$ cat src/rtl/sevseg_scan_driver_if.sv
`timescale 1ns/1ps
`default_nettype none
// +--------------------------------------------------------------------------+
// | sevseg_scan_driver_if - digit patterns in, scanned segment/digit pins out |
// | Rev 1.0                                                                  |
// +--------------------------------------------------------------------------+
interface sevseg_scan_driver_if;
  logic       enable;
  logic [7:0] seg_1_in;
  logic [7:0] seg_2_in;
  logic [7:0] seg_3_in;
  logic [7:0] seg_4_in;
  logic [7:0] seg_out;
  logic [3:0] dig_out;
  logic       frame_tick;

  modport master (
    output enable, seg_1_in, seg_2_in, seg_3_in, seg_4_in,
    input  seg_out, dig_out, frame_tick
  );

  modport slave (
    input  enable, seg_1_in, seg_2_in, seg_3_in, seg_4_in,
    output seg_out, dig_out, frame_tick
  );
endinterface
`default_nettype wire

$ cat src/rtl/sevseg_scan_driver.sv
`timescale 1ns/1ps
`default_nettype none
// +--------------------------------------------------------------------------+
// | sevseg_scan_driver - 4-digit scanned seven-segment driver, frame snapshot |
// | Rev 1.0   optional blanking phase: SEVSEG_DEADTIME_EN                    |
// +--------------------------------------------------------------------------+
module sevseg_scan_driver #(
  parameter int DIGIT_CYCLES = 12500,
  parameter int DEAD_CYCLES  = 500,
  parameter int ACTIVE_LOW   = 1
) (
  input  logic                 clk_clk,
  input  logic                 reset_reset,
  sevseg_scan_driver_if.slave  bus
);

  localparam int              CNT_W    = $clog2(DIGIT_CYCLES);
  localparam logic [CNT_W-1:0] CNT_LAST = CNT_W'(DIGIT_CYCLES - 1);
  localparam logic [7:0]      SEG_OFF  = (ACTIVE_LOW != 0) ? 8'hFF : 8'h00;
  localparam logic [3:0]      DIG_OFF  = (ACTIVE_LOW != 0) ? 4'hF : 4'h0;
`ifdef SEVSEG_DEADTIME_EN
  localparam logic [CNT_W-1:0] CNT_DEAD = CNT_W'(DEAD_CYCLES);
`endif

  generate
    if (DIGIT_CYCLES < 4 || DEAD_CYCLES >= DIGIT_CYCLES || DEAD_CYCLES < 0) begin : g_param_check
      $error("sevseg_scan_driver: illegal DIGIT_CYCLES/DEAD_CYCLES combination");
    end
  endgenerate

  logic [CNT_W-1:0] cnt_q, cnt_d;
  logic [1:0]       idx_q, idx_d;
  logic [7:0]       shadow_q [4];
  logic [7:0]       shadow_d [4];
  logic [7:0]       seg_q, seg_d;
  logic [3:0]       dig_q, dig_d;
  logic             frame_tick_q, frame_tick_d;

  logic             frame_start;
  logic             show;
  logic [7:0]       lit_seg;
  logic [3:0]       lit_dig;

  // Slot timing and frame snapshot run regardless of enable.
  always_comb begin
    cnt_d        = cnt_q;
    idx_d        = idx_q;
    shadow_d     = shadow_q;
    frame_start  = (idx_q == 2'd3) && (cnt_q == CNT_LAST);
    frame_tick_d = frame_start;

    if (cnt_q == CNT_LAST) begin
      cnt_d = '0;
      idx_d = idx_q + 2'd1;
    end else begin
      cnt_d = cnt_q + CNT_W'(1);
    end

    if (frame_start) begin
      shadow_d[0] = bus.seg_1_in;
      shadow_d[1] = bus.seg_2_in;
      shadow_d[2] = bus.seg_3_in;
      shadow_d[3] = bus.seg_4_in;
    end
  end

  // Output decode in active-high logic, polarity applied at the pins.
  always_comb begin
    show    = 1'b1;
`ifdef SEVSEG_DEADTIME_EN
    show    = (cnt_q >= CNT_DEAD);
`endif
    lit_seg = 8'h00;
    lit_dig = 4'h0;
    if (bus.enable && show) begin
      lit_dig = 4'b0001 << idx_q;
      lit_seg = shadow_q[idx_q];
    end
    seg_d = (ACTIVE_LOW != 0) ? ~lit_seg : lit_seg;
    dig_d = (ACTIVE_LOW != 0) ? ~lit_dig : lit_dig;
  end

  always_ff @(posedge clk_clk or posedge reset_reset) begin
    if (reset_reset) begin
      cnt_q        <= '0;
      idx_q        <= 2'd0;
      for (int i = 0; i < 4; i++) shadow_q[i] <= 8'h00;
      seg_q        <= SEG_OFF;
      dig_q        <= DIG_OFF;
      frame_tick_q <= 1'b0;
    end else begin
      cnt_q        <= cnt_d;
      idx_q        <= idx_d;
      shadow_q     <= shadow_d;
      seg_q        <= seg_d;
      dig_q        <= dig_d;
      frame_tick_q <= frame_tick_d;
    end
  end

  assign bus.seg_out    = seg_q;
  assign bus.dig_out    = dig_q;
  assign bus.frame_tick = frame_tick_q;

endmodule
`default_nettype wire

$ cat src/flat_wrapper.sv
// flat-port wrapper written by rule: the top's interface ports become plain ports
module sevseg_scan_driver_flat 
#(
  parameter int DIGIT_CYCLES = 12500,
  parameter int DEAD_CYCLES  = 500,
  parameter int ACTIVE_LOW   = 1
)
  (clk_clk, reset_reset, bus_enable, bus_seg_1_in, bus_seg_2_in, bus_seg_3_in, bus_seg_4_in, bus_seg_out, bus_dig_out, bus_frame_tick);
  sevseg_scan_driver_if bus_i ();
  input  logic clk_clk;
  input  logic reset_reset;
  input wire logic [$bits(bus_i.enable)-1:0] bus_enable;
  input wire logic [$bits(bus_i.seg_1_in)-1:0] bus_seg_1_in;
  input wire logic [$bits(bus_i.seg_2_in)-1:0] bus_seg_2_in;
  input wire logic [$bits(bus_i.seg_3_in)-1:0] bus_seg_3_in;
  input wire logic [$bits(bus_i.seg_4_in)-1:0] bus_seg_4_in;
  output wire logic [$bits(bus_i.seg_out)-1:0] bus_seg_out;
  output wire logic [$bits(bus_i.dig_out)-1:0] bus_dig_out;
  output wire logic [$bits(bus_i.frame_tick)-1:0] bus_frame_tick;
  assign bus_i.enable = bus_enable;
  assign bus_i.seg_1_in = bus_seg_1_in;
  assign bus_i.seg_2_in = bus_seg_2_in;
  assign bus_i.seg_3_in = bus_seg_3_in;
  assign bus_i.seg_4_in = bus_seg_4_in;
  assign bus_seg_out = bus_i.seg_out;
  assign bus_dig_out = bus_i.dig_out;
  assign bus_frame_tick = bus_i.frame_tick;
  sevseg_scan_driver #(.DIGIT_CYCLES(DIGIT_CYCLES), .DEAD_CYCLES(DEAD_CYCLES), .ACTIVE_LOW(ACTIVE_LOW)) u_core (.clk_clk(clk_clk), .reset_reset(reset_reset), .bus(bus_i));
endmodule
$ cat config.mk
export PLATFORM = sky130hd
export DESIGN_NAME = sevseg_scan_driver_flat
export DESIGN_NICKNAME = d
export VERILOG_FILES = /design/src/rtl/sevseg_scan_driver_if.sv /design/src/rtl/sevseg_scan_driver.sv /design/src/flat_wrapper.sv
export SDC_FILE = /design/constraint.sdc
export NUM_CORES = 1
export LEC_CHECK = 0
export ABC_CLOCK_PERIOD_IN_PS = 1850
export BUFFER_PORTS_ARGS = -buffer_cell sky130_fd_sc_hd__clkbuf_2
export CAP_MARGIN = 5
export CORE_ASPECT_RATIO = 1.25
export CORE_MARGIN = 10
export CORE_UTILIZATION = 35
export CTS_CLUSTER_DIAMETER = 50
export DETAILED_ROUTE_END_ITERATION = 6
export GPL_ROUTABILITY_DRIVEN = 1
export PLACE_DENSITY = 0.54
export SLEW_MARGIN = 0
export SYNTH_ARGS = -nofsm -noshare
export SYNTH_HDL_FRONTEND = slang
export SYNTH_SLANG_ARGS = --single-unit
$ cat constraint.sdc
create_clock -name clk_clk -period 1.85 [get_ports clk_clk]
set_input_delay 0.185 -clock clk_clk [delete_from_list [all_inputs] [get_ports clk_clk]]
set_output_delay 0.185 -clock clk_clk [all_outputs]
set_load 0.01 [all_outputs]
Word level (Yosys, flattened, before mapping)
Index checks and enable logic that the tools add are counted.

Register bits: 61. Input port bits: 35. Output and inout bits: 13.

Add/sub/neg operators: 2. Order comparisons: 1. Equality and inequality tests: 2. Shift operators: 1. Muxes and demuxes: 6. Bitwise operators: 3. Reductions and logical operators: 1.

Operator list (number): 8-bit 2-to-1 mux (3); 8-bit binary-select mux with 2-bit select (1); 14-bit by 1-bit adder with 14-bit output (second input constant) (1); 14-bit equality test (second input constant) (1); 14-bit 2-to-1 mux (1); 8-bit NOT (1); 4-bit 2-to-1 mux (1); 4-bit NOT (1); 1-bit by 2-bit << shifter with 4-bit output (first input constant) (1); 3-bit greater-or-equal comparator (second input constant) (1); 2-bit NOT with 3-bit output (1); 2-bit by 1-bit adder with 2-bit output (second input constant) (1); 2-bit equality test (second input constant) (1); 1-bit logical AND (1).

Longest topological paths before layout
Depth after elaboration: 6. Depth in mapped cells: 6.

Least setup slack after synthesis
Ideal clock, no wire load.

Kind: reg2reg. Start: register u_core.cnt_q[0]. End: register u_core.shadow_q[0] (netlist name). Library setup time: 0.125 ns. Arrival time: 1.603 ns. Data required time: 1.725 ns. Path slack: 0.122 ns. Cell stages (with the launch flop): 7. Path buffers: 1. Cells stage by stage: dfrtp_1 -> ha_1 -> nor4b_2 -> and4_1 -> nand2_2 -> buf_6 -> mux2_4.

Word-level cells in the longest chain between the ends: 2.

Ends and longest elaborated chain: start: declaration (RTL line sevseg_scan_driver.sv:31) `logic [CNT_W-1:0] cnt_q, cnt_d;`; start signal: assignment (RTL line sevseg_scan_driver.sv:92) `cnt_q <= cnt_d;`; 14-bit equality test (RTL line sevseg_scan_driver.sv:49) `frame_start = (idx_q == 2'd3) && (cnt_q == CNT_LAST);`; 1-bit logical AND (RTL line sevseg_scan_driver.sv:49); end signal: assignment (RTL line sevseg_scan_driver.sv:94) `shadow_q <= shadow_d;`; end: declaration (RTL line sevseg_scan_driver.sv:33) `logic [7:0] shadow_q [4];`.

Every way passes these cells. A chain may end at the register's enable or synchronous reset.

Worst setup path after layout
Start: register u_core.cnt_q[0]. End: register u_core.shadow_q[29] (netlist name).

Same word-level chain as after synthesis.

==> out/qor.yml <==
job:
  drv_cap: 0
critical_path:
  crit_path_start_kind: "flip-flop"
  cpPeakStageDelay_ns: 0.39
  cp_max_fo: 17
  required_ns: 2.07
  crit_type: "reg -> reg"
  end_kind: "flip-flop"
  crit_chain: "ha_1 -> nor4b_2 -> and4_1 -> nand2_2 -> buf_12 -> mux2_2"
  cp.arrival_ns: 1.99
  slowest_stage: "dfrtp_1"
clock_tree:
  cts_buffers: 9
  cts_tree: "built"
  htreeDepth: 3
  clockBufferDepth: 2
  cts_root_buf: "clkbuf_8"
  cts_setup_buffers: 0
  cts_sinks: 61
  path_clk_slew_ns: 0.07
  clk_latency_ns: 0.34
placed_design:
  dpl.hpwl_mm: 3.55
  dpl_cell_area_sq_mm: 0.00309
  dp_cells: 322
  gp_congestion: 0.778
  io_buffers: 47
detailed_routing:
  drt_iter0_markers: 63
  wl_mm: 5.23
  via_per_inst: 4.62
  vias: 1570
  firstDrtPassIters: 4
  drtAntennaViolNets: 0
  drc_errors: 0
  wl_per_cell_microns: 15.4
cells_and_area:
  design_area_sq_mm: 0.00332
  final_layout_size_suffix_gt1_frac: 0.528
  fin_util: 0.449
  nets: 283
  area_delta_synth_final_pct: 24.6
  diodes: 0
  layout.cells.non_filler: 340
timing:
  setup-violations-final: 0
  fin_crit_ns: 1.76
  drv_slew: 0
  period_share: 0.953
  max_slew_margin: 0.753
  rsz0062_at_grt: "false"
  hold_viol_final: 0
  fmax_mhz: 567
  tns_ns: 0
  skew_ns: 0.00841
  worst_slew_pin_slew_ns: 0.367
  hold_ws_ns: 0.0715
synthesis:
  async_flop_share: 1.00
  synth_nets: 217
  yosysWarnings: 0
  synth_cell_types: 29
  synth_commonest_cells: "dfrtp_1 (49), mux2_4 (29), nand2_1 (16), dfstp_2 (12), mux4_2 (8)"
  synth_area_leader_cell: "dfrtp_1"
  ys_top_cells_by_area: "dfrtp_1 (46%), mux2_4 (16%), dfstp_2 (12%)"
  netlist.area_leader.share: 0.460
  synth_flop_cell: "dfrtp_1"
  synth_seq_area_share: 0.578
  synth_edf_count: 0
  synth.avg_cell_area_sq_um: 15.1
  synthesis.area_sq_mm: 0.00267
  synth_seq_cells: 61
  synthCells: 177
  synth.most_common_cell: "dfrtp_1"
run_status:
  status: "completed"
floorplanning:
  core_area_sq_mm: 0.00740
  die_h_microns: 118
  ios: 48
  start_util: 0.360
  num_rows: 35
  die_x_microns: 98.1
  die_area_sq_mm: 0.0115
global_routing:
  busiest_layer: "met2"
  use_met2: 0.144
  track_usage: 0.0925
  antenna_found_initial: 0
  met3_usage: 0.0446
  grt_pass1_vias: 1789
  grt_pass1_wl_mm: 8.58
  grt_max_degree: 62
  grt-ovfl-total: 0
  met1_usage: 0.104
pwr:
  ir_drop_uv: 396
  powerDensity_mw_per_mm2: 823
  leakagePower_uw: 0.00160
min_path:
  hold_class: "in -> reg"
routing by layer:
layer / up-vias / part of all wire
li1: 754 / -
met1: 765 / 0.46
met2: 40 / 0.46
met3: 11 / 0.061
met4: 0 / 0.019
met5: - / 0
cell families after synthesis:
logic type / after synthesis / synth area share
buf+inv: 12 / 0.0263
flops: 61 / 0.578
xor+xnor: 11 / 0.0361
fa+ha+maj: 5 / 0.0235
mux: 40 / 0.243
compound gates: 4 / 0.00750
simple gates: 44 / 0.0854
final cells by class:
type / instances / area [sq um]
clock buffers: 12 / 145
clock inverters: 4 / 47.5
fillers: 671 / 4080
inverters: 5 / 18.8
multi-input cells: 104 / 1060
flip-flops and latches: 61 / 1540
well taps: 92 / 115
repair buffers: 62 / 393
per-stage QoR:
| step | worst slack, ns | total power [uW] |
|---|---|---|
| global route | 0.0123 | 2850 |
| floorplan | 0.122 | 1520 |
| finish | 0.0875 | 2740 |
| global placement | 0.0795 | 1590 |
| detailed placement | 0.0440 | 1600 |
| CTS | 0.0380 | 2780 |
report_power, final:
part	switching [uW]	leakage, uW	total, uW	internal, uW
Clock	513	0.0000964	1170	655
Sequential	23.2	0.000722	1410	1390
Combinational	61.6	0.000783	156	94.7
Total	598	0.00160	2740	2140
flip-flops by register name, indices dropped and copies added, names as in the netlist:
signal	cells
u_core.bus.seg_out	8
u_core.cnt_q	14
u_core.idx_q	2
u_core.bus.frame_tick	1
u_core.bus.dig_out	4
u_core.shadow_q	32
worst max-delay path: cells and delay by family (launching register included):
family | cells | cell delay, ns
DFF | 1 | 0.39
buffers and inverters | 1 | 0.19
adders and majority gates | 1 | 0.21
muxes | 1 | 0.34
and+or+nand+nor | 3 | 0.49
final timing paths:
| kind | from | to | slack (ns) | cells after the start |
|---|---|---|---|---|
| max | u_core.cnt_q[0] | u_core.shadow_q[29] | 0.09 | 6 |
| min | bus_seg_4_in[7] | u_core.shadow_q[7] | 0.07 | 2 |
| max reg2reg | u_core.cnt_q[0] | u_core.shadow_q[29] | 0.09 | 6 |
| min reg2reg | u_core.cnt_q[0] | u_core.cnt_q[0] | 0.46 | 1 |
| max in group asynchronous | reset_reset | u_core.bus.seg_out[1] | 1.10 | 4 |
| min in group asynchronous | reset_reset | u_core.shadow_q[29] | 0.44 | 4 |
layout by cell type (no fill, tap or decap), types with 3 or more instances in the layout:
cell      instances
mux2_2            3
nor3_1            4
xnor2_1           6
o21ai_0           3
mux4_2            8
clkbuf_2         47
mux2_4           29
nand3_1           6
nor2_1            6
clkbuf_8         10
buf_4            11
ha_1              5
dfstp_2          12
inv_1             4
nand2_1          16
xor2_1            5
dfrtp_1          49
repair_timing:
item,in CTS,in global routing
resized for setup,0,1
endpoints found under the hold margin,49,0
setup endpoints to repair,0,32
hold buffers,1,0
No activity file was read; power rests on OpenSTA's default activity.
